## src/rtl/inv_haar_lift_if.sv

```systemverilog
// ============================================================================
// Module      : inv_haar_lift_if
// Description : Handshake and data bundle for the inverse Haar lifting stage.
//               Carries the upstream coefficient transfer (start/in_ready),
//               the downstream pixel transfer (data_occur/out_ready), the
//               delivered-pair counter and the parity flag.
// Revision    : 1.0 - initial release
// ============================================================================
`default_nettype none
`timescale 1ns/1ps

interface inv_haar_lift_if #(
  parameter int WIDTH = 16,
  parameter int CNT_W = 16
);

  logic             start;
  logic             in_ready;
  logic [WIDTH-1:0] dxy_detail;
  logic [WIDTH-1:0] dxy_approx;
  logic             out_ready;
  logic             data_occur;
  logic [WIDTH-1:0] im11;
  logic [WIDTH-1:0] im21;
  logic [CNT_W-1:0] pair_count;
  logic             parity_err;

  // Environment side: supplies coefficient pairs and downstream readiness.
  modport master (
    output start, dxy_detail, dxy_approx, out_ready,
    input  in_ready, data_occur, im11, im21, pair_count, parity_err
  );

  // Block side: consumes coefficient pairs and produces pixel pairs.
  modport slave (
    input  start, dxy_detail, dxy_approx, out_ready,
    output in_ready, data_occur, im11, im21, pair_count, parity_err
  );

endinterface

`default_nettype wire

```

## src/rtl/inv_haar_lift.sv

```systemverilog
// ============================================================================
// Module      : inv_haar_lift
// Description : Inverse Haar lifting stage. Each transfer carries a sum word S
//               and a sign-magnitude difference word D; the block rebuilds the
//               pixel pair im11 = (S+D)/2, im21 = (S-D)/2 through a two-stage
//               valid/ready pipeline with backpressure and counts delivered
//               pairs.
//               Optional macro INV_HAAR_PARITY_CHK_EN builds the parity check
//               (parity_err = low bit of S+D); without it parity_err is 0.
// Revision    : 1.0 - initial release
// ============================================================================
`default_nettype none
`timescale 1ns/1ps

module inv_haar_lift #(
  parameter int WIDTH = 16,
  parameter int CNT_W = 16
) (
  input  wire logic       clk,
  input  wire logic       reset,   // asynchronous, active-low
  inv_haar_lift_if.slave  bus
);

  // Sum/difference working width: one bit for the signed difference range,
  // one more so S+Ds and S-Ds never overflow.
  localparam int PW = WIDTH + 2;

  // --------------------------------------------------------------------------
  // Declarations
  // --------------------------------------------------------------------------
  logic             ready_en;     // low until the first clock after reset
  logic             s1_valid;
  logic [WIDTH-1:0] s1_p_half;    // P[WIDTH:1]
  logic [WIDTH-1:0] s1_m_half;    // M[WIDTH:1]
  logic             s2_valid;
  logic [WIDTH-1:0] s2_im11;
  logic [WIDTH-1:0] s2_im21;
  logic [CNT_W-1:0] count;

  logic             rdy;
  logic             accept;
  logic             deliver;
  logic             s2_load;
  logic             s1_adv;

  logic             d_sign;
  logic [WIDTH-2:0] d_mag;
  logic [WIDTH:0]   ds;
  logic [PW-1:0]    ds_ext;
  logic [PW-1:0]    s_ext;
  logic [PW-1:0]    p_next;
  logic [PW-1:0]    m_next;
  logic             unused_bits;

  // --------------------------------------------------------------------------
  // Handshake control
  // --------------------------------------------------------------------------
  // Stage 2 refills when empty or when its pair leaves this cycle; stage 1
  // drains into it at the same time, which is what frees room for a new pair.
  always_comb begin
    deliver = s2_valid && bus.out_ready;
    s2_load = !s2_valid || bus.out_ready;
    s1_adv  = s2_load;
    rdy     = ready_en && (!s1_valid || s1_adv);
    accept  = bus.start && rdy;
  end

  // in_ready stays low through reset and rises on the first clock after it.
  always_ff @(posedge clk or negedge reset) begin
    if (!reset) begin
      ready_en <= 1'b0;
    end else begin
      ready_en <= 1'b1;
    end
  end

  // --------------------------------------------------------------------------
  // Stage 1 datapath
  // --------------------------------------------------------------------------
  // Sign-magnitude to two's complement, then the full-width sum/difference.
  // Negative zero needs no special case: 0 - 0 is already 0.
  always_comb begin
    d_sign = bus.dxy_approx[WIDTH-1];
    d_mag  = bus.dxy_approx[WIDTH-2:0];
    ds     = d_sign ? ({(WIDTH+1){1'b0}} - {2'b00, d_mag}) : {2'b00, d_mag};
    ds_ext = {ds[WIDTH], ds};
    s_ext  = {2'b00, bus.dxy_detail};
    p_next = s_ext + ds_ext;
    m_next = s_ext - ds_ext;
  end

  // Bits that never reach an output: the top guard bit of both results and
  // the low bit of M (the low bit of P feeds only the optional parity path).
  assign unused_bits = &{1'b0, p_next[PW-1], p_next[0], m_next[PW-1], m_next[0]};

  // Stage 1 register: captures the halved results on accept, empties when
  // its pair moves into stage 2 with nothing new arriving.
  always_ff @(posedge clk or negedge reset) begin
    if (!reset) begin
      s1_valid  <= 1'b0;
      s1_p_half <= '0;
      s1_m_half <= '0;
    end else if (accept) begin
      s1_valid  <= 1'b1;
      s1_p_half <= p_next[WIDTH:1];
      s1_m_half <= m_next[WIDTH:1];
    end else if (s1_adv) begin
      s1_valid  <= 1'b0;
    end
  end

  // --------------------------------------------------------------------------
  // Stage 2 (output register)
  // --------------------------------------------------------------------------
  // Output register: holds steady while stalled, otherwise takes stage 1.
  always_ff @(posedge clk or negedge reset) begin
    if (!reset) begin
      s2_valid <= 1'b0;
      s2_im11  <= '0;
      s2_im21  <= '0;
    end else if (s2_load) begin
      s2_valid <= s1_valid;
      if (s1_valid) begin
        s2_im11 <= s1_p_half;
        s2_im21 <= s1_m_half;
      end
    end
  end

  // Delivered-pair counter, wraps naturally at 2^CNT_W.
  always_ff @(posedge clk or negedge reset) begin
    if (!reset) begin
      count <= '0;
    end else if (deliver) begin
      count <= count + 1'b1;
    end
  end

  // --------------------------------------------------------------------------
  // Optional parity check: a legal pair always gives an even P.
  // --------------------------------------------------------------------------
`ifdef INV_HAAR_PARITY_CHK_EN
  logic s1_par;
  logic s2_par;

  // Parity bit travels with the pair through stage 1.
  always_ff @(posedge clk or negedge reset) begin
    if (!reset) begin
      s1_par <= 1'b0;
    end else if (accept) begin
      s1_par <= p_next[0];
    end
  end

  // Parity bit loads into the output register alongside the pixels.
  always_ff @(posedge clk or negedge reset) begin
    if (!reset) begin
      s2_par <= 1'b0;
    end else if (s2_load && s1_valid) begin
      s2_par <= s1_par;
    end
  end

  assign bus.parity_err = s2_par;
`else
  assign bus.parity_err = 1'b0;
`endif

  // --------------------------------------------------------------------------
  // Outputs
  // --------------------------------------------------------------------------
  assign bus.in_ready   = rdy;
  assign bus.data_occur = s2_valid;
  assign bus.im11       = s2_im11;
  assign bus.im21       = s2_im21;
  assign bus.pair_count = count;

endmodule

`default_nettype wire

```

## src/flat_wrapper.sv

```systemverilog
// flat-port wrapper written by rule: the top's interface ports become plain ports
module inv_haar_lift_flat 
#(
  parameter int WIDTH = 16,
  parameter int CNT_W = 16
)
  (clk, reset, bus_start, bus_dxy_detail, bus_dxy_approx, bus_out_ready, bus_in_ready, bus_data_occur, bus_im11, bus_im21, bus_pair_count, bus_parity_err);
  inv_haar_lift_if #(.WIDTH(WIDTH), .CNT_W(CNT_W)) bus_i ();
  input  wire logic clk;
  input  wire logic reset;
  input wire logic [$bits(bus_i.start)-1:0] bus_start;
  input wire logic [$bits(bus_i.dxy_detail)-1:0] bus_dxy_detail;
  input wire logic [$bits(bus_i.dxy_approx)-1:0] bus_dxy_approx;
  input wire logic [$bits(bus_i.out_ready)-1:0] bus_out_ready;
  output wire logic [$bits(bus_i.in_ready)-1:0] bus_in_ready;
  output wire logic [$bits(bus_i.data_occur)-1:0] bus_data_occur;
  output wire logic [$bits(bus_i.im11)-1:0] bus_im11;
  output wire logic [$bits(bus_i.im21)-1:0] bus_im21;
  output wire logic [$bits(bus_i.pair_count)-1:0] bus_pair_count;
  output wire logic [$bits(bus_i.parity_err)-1:0] bus_parity_err;
  assign bus_i.start = bus_start;
  assign bus_i.dxy_detail = bus_dxy_detail;
  assign bus_i.dxy_approx = bus_dxy_approx;
  assign bus_i.out_ready = bus_out_ready;
  assign bus_in_ready = bus_i.in_ready;
  assign bus_data_occur = bus_i.data_occur;
  assign bus_im11 = bus_i.im11;
  assign bus_im21 = bus_i.im21;
  assign bus_pair_count = bus_i.pair_count;
  assign bus_parity_err = bus_i.parity_err;
  inv_haar_lift #(.WIDTH(WIDTH), .CNT_W(CNT_W)) u_core (.clk(clk), .reset(reset), .bus(bus_i));
endmodule
```

## config.mk

```make
export PLATFORM = sky130hd
export DESIGN_NAME = inv_haar_lift_flat
export DESIGN_NICKNAME = d
export VERILOG_FILES = /design/src/rtl/inv_haar_lift_if.sv /design/src/rtl/inv_haar_lift.sv /design/src/flat_wrapper.sv
export SDC_FILE = /design/constraint.sdc
export NUM_CORES = 1
export LEC_CHECK = 0
export ABC_CLOCK_PERIOD_IN_PS = 3800
export CAP_MARGIN = 10
export CORE_MARGIN = 1.5
export CORE_UTILIZATION = 50
export DETAILED_ROUTE_END_ITERATION = 6
export MAX_ROUTING_LAYER = met4
export PLACE_DENSITY = 0.81
export SYNTH_ARGS = -nofsm -noshare
export SYNTH_HDL_FRONTEND = slang
export SYNTH_SLANG_ARGS = --single-unit
export TNS_END_PERCENT = 1
```

## constraint.sdc

```tcl
create_clock -name clk -period 3.8 [get_ports clk]
set_input_delay 0.76 -clock clk [delete_from_list [all_inputs] [get_ports clk]]
set_output_delay 0.76 -clock clk [all_outputs]
set_load 0.01 [all_outputs]
```

==> flow_summary_export.csv <==
group,metric,value,unit
detailed_routing,drtIter0Drc,203,
layout,drive_above_1_share,0.245,
cts,clock_path_buffers,2,
die,num_rows,36,
die,dieArea,10600,sq um
sta,relSlewSlack,0.312,
pwr,clkPwrFrac,0.196,
die,initial_utilization,0.514,
worst_setup_path,critical_path.startpoint,"bus_dxy_approx[6]",
global_routing,grt_pass1_vias,4332,
sta,grt_setup_unrepaired,"yes",
sta,fin_crit_sh,1.01,
pwr,internal_power,0.00238,W
sta,setup_viol_count_final,1,
cts,h-tree-depth,3,
synthesis,syn_nets,592,
sta,finClkSkew,0.00784,ns
worst_setup_path,end_kind,"register",
pwr,swShare,0.334,
placement,port_buffers,85,
worst_setup_path,cp_data_required_time,4.04,ns
outcome,failed_checks,"negative setup slack",
layout,fin_nets,751,
cts,ctsRootBufferMaster,"clkbuf_8",
cts,cts_buffers,9,
outcome,status,"complete, but fails checks",
detailed_routing,wl_per_cell,16.3,microns
sta,fin_ws,-0.0423,ns
placement,post-dp-hpwl,10400,microns
run,cap_violations,0,
worst_setup_path,r2r_start,"u_core.bus.data_occur$_DFFE_PN0N_",
detailed_routing,ant_nets,0,
global_routing,antenna_found_initial,1,
synthesis,ys.warnings.count,0,
pwr,p_switching,0.00119,W
sta,fin_crit,3.84,ns
global_routing,track_usage,0.268,
synthesis,synth.distinct_cells,48,
synthesis,synthCells,522,
min_path,min_from,"u_core.s1_p_half[7]$_DFFE_PN0P_",
pwr,power_frac_seq,0.375,
detailed_routing,drc,0,
cts,clkTransAtPathRegs,0.08,ns
layout,area_growth,38.8,%
detailed_routing,drt-total-wl,13400,microns
synthesis,synth_edf_count,0,
die,dieHeight,103,microns
synthesis,synthFlopType,"dfrtp_1",
synthesis,async_reset_ff_frac,1.00,
sta,fmax,260,MHz
pwr,power.total,0.00357,W
layout,final_common_cell,"buf_4",
pwr,powerDensity,514,nW/um^2
cts,cts_tree,"built",
global_routing,grt-ovfl-total,0,
pwr,p_comb_frac,0.429,
sta,holdWs,0.485,ns
sta,hold_violations,0,
synthesis,synth.cell_area,5000,sq um
sta,drv_slew,0,
worst_setup_path,crit_type,"in -> reg",
detailed_routing,vias,4392,
pwr,leakage,3.10,nW
die,core,9730,sq um
global_routing,grt_max_degree,84,
synthesis,ys_ff_latch,83,
pwr,max-vdd-ir-drop,0.000265,V
synthesis,yosysSeqAreaShare,0.415,
die,io_pins,87,
min_path,hp-class,"reg -> reg",
placement,place.gp.congestion,1.03,
global_routing,grt_pass1_wl,21100,microns
detailed_routing,drt-pass1-iter-count,4,
cts,numClockSinks,83,
worst_setup_path,start_kind,"input port",
cts,clkLatencyLatePin,0.35,ns
cts,hold_buffers,0,
die,die_x,103,microns
worst_setup_path,cp_data_arrival_time,4.08,ns
sta,tightest_slew,1.03,ns
detailed_routing,viasPerCell,5.36,
worst_setup_path,path_max_fanout,9,
synthesis,avgSynthCellArea,9.59,sq um
layout,final_cell_mix,"87 x buf_4, 84 x clkdlybuf4s50_1, 83 x dfrtp_1",
-- path summary, 6_finish.rpt --
kind | endpoint | slack (ns) | depth (start not counted)
setup / recovery | u_core.s1_m_half[15]$_DFFE_PN0P_ | -0.04 | 13
hold / removal | u_core.s1_p_half[7]$_DFFE_PN0P_ | 0.49 | 2
setup reg to reg | u_core.s1_m_half[5]$_DFFE_PN0P_ | 2.00 | 6
hold reg to reg | u_core.s1_p_half[7]$_DFFE_PN0P_ | 0.49 | 2
max in group asynchronous | u_core.bus.im11[3]$_DFFE_PN0P_ | 2.56 | 1
min in group asynchronous | u_core.bus.im21[1]$_DFFE_PN0P_ | 0.58 | 1
-- worst max-delay path, cell delays in order --
cell	delay (ns)
clkdlybuf4s50_1	0.43
or4_4	0.56
or4_4	0.45
or3_4	0.34
nand2_1	0.11
xnor2_2	0.09
ha_4	0.36
inv_1	0.08
a21oi_1	0.19
o21bai_1	0.13
a221oi_2	0.34
a211o_2	0.19
nand3_1	0.06
-- routing by layer --
layer,track usage,up-vias,wire length (microns)
li1,-,2132,-
met1,0.321,2106,5790
met2,0.450,131,6680
met3,0.0488,23,553
met4,0.103,0,365
met5,-,-,0
-- sequential cells by signal, indices dropped and copies added, names as in the netlist --
name	cells
u_core.s1_m_half	16
u_core.s1_valid	1
u_core.ready_en	1
u_core.s1_p_half	16
u_core.bus.im21	16
u_core.bus.pair_count	16
u_core.bus.im11	16
u_core.bus.data_occur	1
-- power groups by stage --
stage          combinational, W  sequential, W  clock, W
2_1_floorplan          0.000612        0.00140         0
3_5_place_dp            0.00148        0.00135         0
3_3_place_gp            0.00144        0.00132         0
4_1_cts                 0.00150        0.00134  0.000717
6_report                0.00153        0.00134  0.000701
5_1_grt                 0.00167        0.00137  0.000753
-- synthesized netlist by cell type (5+ instances only) --
cell type	instances	area [sq um]
ha_1	32	400
xnor2_1	48	420
nand2b_1	5	31.3
mux2_2	32	360
o31ai_1	14	105
o21ai_0	38	190
o21bai_1	6	45.0
a21oi_1	35	175
dfrtp_1	83	2080
clkbuf_1	19	71.3
nand4_1	12	75.1
o41ai_1	5	43.8
nand2_1	65	244
nor2_1	24	90.1
xor2_1	7	61.3
nand3_1	10	50.1
inv_1	31	116
-- repair_timing --
| item | CTS | global route |
|---|---|---|
| pin swaps | 0 | 3 |
| setup endpoints to repair | 6 | 13 |
| resized for setup | 9 | 23 |
| setup buffers | 0 | 2 |
-- final cells by class --
cell class | instances | area, sq um
clock buffers | 9 | 124
inverters | 31 | 116
flip-flops and latches | 83 | 2080
clock inverters | 7 | 98.8
well taps | 133 | 166
multi-input cells | 384 | 2850
fillers | 754 | 2780
diodes | 1 | 2.50
repair buffers | 172 | 1510
-- cell families after synthesis --
family / after synthesis / share of synthesized area
muxes: 32 / 0.0720
other: 2 / 0.00150
adders and majority gates: 34 / 0.0880
and+or+nand+nor: 144 / 0.137
xor gates and xnor gates: 55 / 0.0962
AOI/OAI and AO/OA: 117 / 0.145
DFF: 83 / 0.415
buffers and inverters: 55 / 0.0455
-- through the flow --
stage	area (sq um)	setup WS [ns]	setup TNS, ns	cells	util
floorplan	5000	0.0690	0	522	-
global placement	6560	-0.377	-3.16	801	0.674
detailed placement	6560	-0.526	-4.14	801	0.674
CTS	6830	0.00295	0	817	0.702
global route	6950	-0.125	-0.370	820	0.714
finish	6950	-0.0423	-0.0423	820	0.714
No activity file was read; power rests on OpenSTA's default activity.
